File: src/rtl/board_generator.sv
// Minesweeper board builder: clears the board memory, scatters NUM_MINES mines
// from a Galois LFSR (never on the first-click cell) and accumulates neighbour counts.
module board_generator #(
    parameter int DATA_WIDTH    = 32,
    parameter int ADDRESS_WIDTH = 12,
    parameter int COLS          = 16,
    parameter int ROWS          = 16,
    parameter int NUM_MINES     = 40
) (
    input  logic                     clk,
    input  logic                     rst,
    input  logic                     start,
    input  logic [15:0]              seed,
    input  logic [ADDRESS_WIDTH-1:0] safe_addr,
    output logic                     busy,
    output logic                     done,
    output logic                     mem_wEn,
    output logic [ADDRESS_WIDTH-1:0] mem_addr,
    output logic [DATA_WIDTH-1:0]    mem_dataIn,
    input  logic [DATA_WIDTH-1:0]    mem_dataOut
);
    localparam int CELLS = COLS * ROWS;
    localparam int CW    = (CELLS > 1) ? $clog2(CELLS) : 1;
    localparam logic [15:0]              CAND_MASK   = 16'((32'd1 << CW) - 32'd1);
    localparam logic [ADDRESS_WIDTH-1:0] LAST_CELL   = ADDRESS_WIDTH'(CELLS - 1);
    localparam logic [ADDRESS_WIDTH-1:0] ONE_A       = ADDRESS_WIDTH'(1);
    localparam logic [16:0]              MINES_TOTAL = 17'(NUM_MINES);

    localparam logic [2:0] S_IDLE  = 3'd0;
    localparam logic [2:0] S_CLEAR = 3'd1;
    localparam logic [2:0] S_PICK  = 3'd2;
    localparam logic [2:0] S_CHK   = 3'd3;
    localparam logic [2:0] S_NB    = 3'd4;
    localparam logic [2:0] S_NBW   = 3'd5;
    localparam logic [2:0] S_FIN   = 3'd6;

    logic [2:0]               state_q, state_d;
    logic [15:0]              lfsr_q, lfsr_d;
    logic [ADDRESS_WIDTH-1:0] safe_q, safe_d;
    logic [ADDRESS_WIDTH-1:0] cand_q, cand_d;
    logic [ADDRESS_WIDTH-1:0] row_q, row_d;
    logic [ADDRESS_WIDTH-1:0] col_q, col_d;
    logic [ADDRESS_WIDTH-1:0] clr_q, clr_d;
    logic [2:0]               nb_q, nb_d;
    logic [16:0]              mines_q, mines_d;
    logic                     busy_q, busy_d;
    logic                     done_q, done_d;
    logic                     wen_q, wen_d;
    logic [ADDRESS_WIDTH-1:0] addr_q, addr_d;
    logic [DATA_WIDTH-1:0]    din_q, din_d;

    logic [15:0]              lfsr_step;
    logic [15:0]              cand;
    logic                     cand_ok;
    int                       dr, dc, nb_r, nb_c;
    logic                     nb_ok;
    logic [ADDRESS_WIDTH-1:0] nb_addr;
    logic [2:0]               after_nb;
    logic [4:0]               cell_rd;
    logic                     unused_rd;

    assign cell_rd   = mem_dataOut[4:0];
    assign unused_rd = ^mem_dataOut;

    assign lfsr_step = {1'b0, lfsr_q[15:1]} ^ (lfsr_q[0] ? 16'hB400 : 16'h0000);
    assign cand      = lfsr_step & CAND_MASK;
    assign cand_ok   = (int'(cand) < CELLS) && (ADDRESS_WIDTH'(cand) != safe_q);
    assign after_nb  = (mines_q == MINES_TOTAL) ? S_FIN : S_PICK;

    // Neighbour offsets walked in fixed raster order; off-board ones are skipped.
    always_comb begin
        dr = 0;
        dc = 0;
        case (nb_q)
            3'd0:    begin dr = -1; dc = -1; end
            3'd1:    begin dr = -1; dc =  0; end
            3'd2:    begin dr = -1; dc =  1; end
            3'd3:    begin dr =  0; dc = -1; end
            3'd4:    begin dr =  0; dc =  1; end
            3'd5:    begin dr =  1; dc = -1; end
            3'd6:    begin dr =  1; dc =  0; end
            default: begin dr =  1; dc =  1; end
        endcase
        nb_r    = int'(row_q) + dr;
        nb_c    = int'(col_q) + dc;
        nb_ok   = (nb_r >= 0) && (nb_r < ROWS) && (nb_c >= 0) && (nb_c < COLS);
        nb_addr = ADDRESS_WIDTH'(nb_r * COLS + nb_c);
    end

    always_comb begin
        state_d = state_q;
        lfsr_d  = lfsr_q;
        safe_d  = safe_q;
        cand_d  = cand_q;
        row_d   = row_q;
        col_d   = col_q;
        clr_d   = clr_q;
        nb_d    = nb_q;
        mines_d = mines_q;
        busy_d  = busy_q;
        done_d  = 1'b0;
        wen_d   = 1'b0;
        addr_d  = addr_q;
        din_d   = '0;
        case (state_q)
            S_IDLE: begin
                if (start) begin
                    lfsr_d  = (seed == 16'h0000) ? 16'hACE1 : seed;
                    safe_d  = safe_addr;
                    busy_d  = 1'b1;
                    wen_d   = 1'b1;
                    addr_d  = '0;
                    clr_d   = ONE_A;
                    mines_d = '0;
                    state_d = S_CLEAR;
                end
            end
            S_CLEAR: begin
                wen_d  = 1'b1;
                addr_d = clr_q;
                if (clr_q == LAST_CELL) state_d = S_PICK;
                else                    clr_d   = clr_q + ONE_A;
            end
            S_PICK: begin
                lfsr_d = lfsr_step;
                if (cand_ok) begin
                    cand_d  = ADDRESS_WIDTH'(cand);
                    row_d   = ADDRESS_WIDTH'(int'(cand) / COLS);
                    col_d   = ADDRESS_WIDTH'(int'(cand) % COLS);
                    addr_d  = ADDRESS_WIDTH'(cand);
                    state_d = S_CHK;
                end
            end
            S_CHK: begin
                if (cell_rd[4]) begin
                    state_d = S_PICK;
                end else begin
                    wen_d   = 1'b1;
                    addr_d  = cand_q;
                    din_d   = DATA_WIDTH'({1'b1, cell_rd[3:0]});
                    mines_d = mines_q + 17'd1;
                    nb_d    = '0;
                    state_d = S_NB;
                end
            end
            S_NB: begin
                if (nb_ok) begin
                    addr_d  = nb_addr;
                    state_d = S_NBW;
                end else begin
                    nb_d    = nb_q + 3'd1;
                    state_d = (nb_q == 3'd7) ? after_nb : S_NB;
                end
            end
            S_NBW: begin
                wen_d   = 1'b1;
                din_d   = DATA_WIDTH'({cell_rd[4], cell_rd[3:0] + 4'd1});
                nb_d    = nb_q + 3'd1;
                state_d = (nb_q == 3'd7) ? after_nb : S_NB;
            end
            S_FIN: begin
                busy_d  = 1'b0;
                done_d  = 1'b1;
                state_d = S_IDLE;
            end
            default: state_d = S_IDLE;
        endcase
    end

    always_ff @(posedge clk) begin
        if (rst) begin
            state_q <= S_IDLE;
            lfsr_q  <= '0;
            safe_q  <= '0;
            cand_q  <= '0;
            row_q   <= '0;
            col_q   <= '0;
            clr_q   <= '0;
            nb_q    <= '0;
            mines_q <= '0;
            busy_q  <= 1'b0;
            done_q  <= 1'b0;
            wen_q   <= 1'b0;
            addr_q  <= '0;
            din_q   <= '0;
        end else begin
            state_q <= state_d;
            lfsr_q  <= lfsr_d;
            safe_q  <= safe_d;
            cand_q  <= cand_d;
            row_q   <= row_d;
            col_q   <= col_d;
            clr_q   <= clr_d;
            nb_q    <= nb_d;
            mines_q <= mines_d;
            busy_q  <= busy_d;
            done_q  <= done_d;
            wen_q   <= wen_d;
            addr_q  <= addr_d;
            din_q   <= din_d;
        end
    end

    assign busy       = busy_q;
    assign done       = done_q;
    assign mem_wEn    = wen_q;
    assign mem_addr   = addr_q;
    assign mem_dataIn = din_q;
endmodule

File: config.mk
export PLATFORM = sky130hd
export DESIGN_NAME = board_generator
export DESIGN_NICKNAME = d
export VERILOG_FILES = /design/src/rtl/board_generator.sv
export SDC_FILE = /design/constraint.sdc
export NUM_CORES = 1
export LEC_CHECK = 0
export CORE_MARGIN = 5
export CORE_UTILIZATION = 40
export CTS_CLUSTER_DIAMETER = 30
export CTS_CLUSTER_SIZE = 10
export DETAILED_ROUTE_END_ITERATION = 8
export SETUP_SLACK_MARGIN = 0.15
export SLEW_MARGIN = 20
export SYNTH_ARGS = -nofsm -noshare
export SYNTH_HDL_FRONTEND = slang
export SYNTH_SLANG_ARGS = --single-unit
export TNS_END_PERCENT = 5
File: constraint.sdc
create_clock -name clk -period 9.1 [get_ports clk]
set_input_delay 0.91 -clock clk [delete_from_list [all_inputs] [get_ports clk]]
set_output_delay 0.91 -clock clk [all_outputs]
set_load 0.05 [all_outputs]
==> results.sh <==
export IMPL_postRouteAntennaNets=0
export IMPL_fill_cells=1365
export IMPL_finalMaxSlewViolations=0
export IMPL_ys_warn_count=0
export IMPL_gp_congestion=0.838
export IMPL_tightest_slew_ns=1.04
export IMPL_multi_input_area_sq_um=3520
export IMPL_max_freq_mhz=202
export IMPL_min_to="safe_q[10]$_SDFFE_PP0P_"
export IMPL_relSlewSlack_pct=30.5
export IMPL_num_antenna_cells=0
export IMPL_setup_viol=0
export IMPL_ys_seq_elements=91
export IMPL_clk_pin_slew_worst_paths_ns=0.06
export IMPL_period_minus_slack_ns=4.96
export IMPL_synth_area_per_cell_sq_um=8.45
export IMPL_syn_inst=673
export IMPL_min_delay_start="safe_q[10]$_SDFFE_PP0P_"
export IMPL_reg2reg_to="mem_addr[1]$_SDFFE_PP0P_"
export IMPL_syn_cell_area_sq_um=5690
export IMPL_required_ns=9.36
export IMPL_wl_per_cell_um=15.9
export IMPL_ctsResizeCount=0
export IMPL_synthArstFlopShare_pct=0
export IMPL_cp_top_family="compound AO/OA/AOI/OAI gates"
export IMPL_drtPass1Iterations=5
export IMPL_clk_latency_ns=0.35
export IMPL_synth_edf_count=0
export IMPL_synth_ff_type="dfxtp_1"
export IMPL_cap_viol_max_count=0
export IMPL_cp_start_kind="flip-flop"
export IMPL_cts_inserted_buffers=9
export IMPL_grt_first_pass_wirelength_um=23100
export IMPL_core_sq_um=13900
export IMPL_crit_chain="inv_1 > ha_1 > nor2b_1 > a211o_1 > or2_2 > ha_1 > fa_1 > a21oi_1 > nor2_1 > o21ai_0 > ha_1 > nor4bb_1 > nand4_1 > nor2_1 > a41o_2 > a21oi_1 > a311oi_2"
export IMPL_place_ws_ns=4.24
export IMPL_root_buffer="clkbuf_16"
export IMPL_via_per_inst=5.46
export IMPL_powerDensity_nw_per_um2=142
export IMPL_fin_ws_ns=4.14
export IMPL_timing_critical_path_slowest_cell_delay_ns=0.57
export IMPL_ff_latch_area_sq_um=1820
export IMPL_grt_pass1_vias=4713
export IMPL_critPathSlowestCell="a211o_1"
export IMPL_path_buf_inv=1
export IMPL_cts_sinks=91
export IMPL_layout_nets=818
export IMPL_cpMostUsedCell="ha_1"
export IMPL_rows=43
export IMPL_power_leakage_nw=2.28
export IMPL_status="finished clean"
export IMPL_io_pins=110
export IMPL_worstHoldPathType="flip-flop to flip-flop"
export IMPL_clockBufferDepth=2
export IMPL_area_growth_pct=14.8
export IMPL_cp_max_fo=18
export IMPL_cp_arrival_ns=5.22
export IMPL_hold_depth=2
export IMPL_final_common_cell="dfxtp_1"
export IMPL_fin_worst_skew_ns=0.00737
export IMPL_grtUsageTotal_pct=17.0
export IMPL_drc=0
export IMPL_finalHoldViolCount=0
export IMPL_yosys_cell_types_count=74
export IMPL_drt_initial_drc_count=274
export IMPL_final_cell_mix="dfxtp_1 (91), nand2_1 (69), nor2_1 (65), clkdlybuf4s50_1 (54), a21oi_1 (49)"
export IMPL_die_area_sq_um=16700
export IMPL_cts_setup_buffers=0
export IMPL_start_util_pct=40.8
export IMPL_die_y_um=129
export IMPL_r2r_start="nb_q[0]$_SDFFE_PP0P_"
export IMPL_drive_gt1_share_pct=8.39
export IMPL_cts_tree="done"
export IMPL_io_buffers=55
export IMPL_power_w=0.000927
export IMPL_hold_buffers=0
export IMPL_grt_max_degree=66
export IMPL_period_share_pct=54.5
export IMPL_synth_seq_area_share_pct=32.0
export IMPL_ir_drop_mv=0.0892
export IMPL_r2r_cells=17
export IMPL_totalWireLength_um=14300
export IMPL_tns_ns=0
export IMPL_dp_hpwl_um=10700
export IMPL_rsz0062_at_grt="no"
export IMPL_gr_total_overflow=0
export IMPL_final_core_util_pct=46.8
export IMPL_antenna_found_initial=0
export IMPL_ctsHtreeMaxLevel=3
export IMPL_num_vias=4890
export IMPL_die_x_um=129
export IMPL_end_kind="flip-flop"
export IMPL_path_class="flip-flop to flip-flop"
export IMPL_ff2ff_setup_slack_ns=4.14
[synth_stat cells, types with 3 or more instances]
cell       n  area, sq um
ha_1      42          526
o22ai_1    3         18.8
nor3_2     5         50.1
nor2_1    65          244
inv_1     24         90.1
buf_4     29          218
a311oi_2   3         45.0
and3_1     5         31.3
mux2i_1    9         90.1
nand4_1   16          100
a211oi_2   4         50.1
xor2_1    24          210
or3_1      6         37.5
and4_1     5         43.8
o21ai_0   21          105
nand2_1   69          259
nand3_1   14         70.1
nor2b_1    5         31.3
fa_1       3         60.1
o31a_1     3         26.3
nor3_1    20          100
a211oi_1   6         45.0
nor4_1     7         43.8
a21oi_2    8         70.1
buf_2      3         15.0
nand2b_1   3         18.8
xnor2_1   16          140
o21a_1     4         30.0
a31oi_1    7         43.8
a21oi_1   49          245
a22oi_1   23          173
nor4bb_1   3         30.0
o21ai_1    3         15.0
mux2_2     3         33.8
dfxtp_1   91         1820
o21bai_1   3         22.5
clkbuf_1  22         82.6
[worst min-delay path: stages (launching register included)]
cell	delay [ns]
dfxtp_1	0.31
nand2_1	0.05
a21oi_1	0.05
[state kept, by name, summed over array words and instances (netlist names)]
| signal | count |
|---|---|
| mines_q | 17 |
| lfsr_q | 16 |
| clr_q | 12 |
| mem_addr | 12 |
| safe_q | 12 |
| mem_dataIn | 5 |
| row_q | 4 |
| col_q | 3 |
| nb_q | 3 |
| state_q | 3 |
| busy | 1 |
| cand_q | 1 |
| done | 1 |
| mem_wEn | 1 |
[metal layers]
metal | share of wire, % | GRT usage (%) | wire length [um] | vias up
li1 | - | - | - | 2437
met1 | 47 | 22.8 | 6670 | 2314
met2 | 47 | 27.7 | 6690 | 109
met3 | 4.1 | 2.39 | 585 | 30
met4 | 2.3 | 6.67 | 327 | 0
met5 | 0 | 0 | 0 | -
[cells by family (layout without fill, tap and decap cells)]
logic type	count (synthesis)	after routing	synth area share [%]
AND/OR/NAND/NOR	243	243	21.9
other	1	27	0.0659
XOR/XNOR	41	41	6.45
AO/OA/AOI/OAI	156	156	18.9
buffers and inverters	83	99	7.72
flip-flops	91	91	32.0
adder cells (fa/ha/maj)	45	45	10.3
multiplexers	13	13	2.57
[per-stage QoR]
stage                     hold slack (ns)  instance area, sq um  instances
after global routing                0.484                  6530        895
after floorplan                     0.436                  5780        699
final                               0.457                  6530        895
after CTS                           0.461                  6530        895
after detailed placement            0.452                  6230        879
after global placement              0.446                  6230        879
[area by class of cell]
class | instances | share of cell area (%)
clock buffers | 9 | 3.45
clock inverters | 7 | 1.05
inverters | 25 | 1.44
multi-input cells | 525 | 54.0
flip-flops and latches | 91 | 27.9
well taps | 180 | 3.45
repair buffers | 58 | 8.70
[report_power, final]
group	internal [W]	total (W)	switching, W
Clock	0.000212	0.000372	0.000161
Combinational	0.0000439	0.000131	0.0000868
Sequential	0.000411	0.000424	0.0000129
Total	0.000667	0.000927	0.000260
[how the worst max path moves through the flow]
stage,from,to,slack [ns],cells after the start
global route,nb_q[0]$_SDFFE_PP0P_,mem_addr[11]$_SDFFE_PP0P_,3.75,19
finish,nb_q[0]$_SDFFE_PP0P_,mem_addr[1]$_SDFFE_PP0P_,4.14,17
detailed placement,nb_q[0]$_SDFFE_PP0P_,mem_addr[11]$_SDFFE_PP0P_,4.24,18
CTS,nb_q[0]$_SDFFE_PP0P_,mem_addr[11]$_SDFFE_PP0P_,4.19,18
floorplan,nb_q[0]$_SDFFE_PP0P_,mem_addr[11]$_SDFFE_PP0P_,4.78,19
global placement,nb_q[0]$_SDFFE_PP0P_,mem_addr[11]$_SDFFE_PP0P_,4.32,18
(Power assumes the default switching activity.)
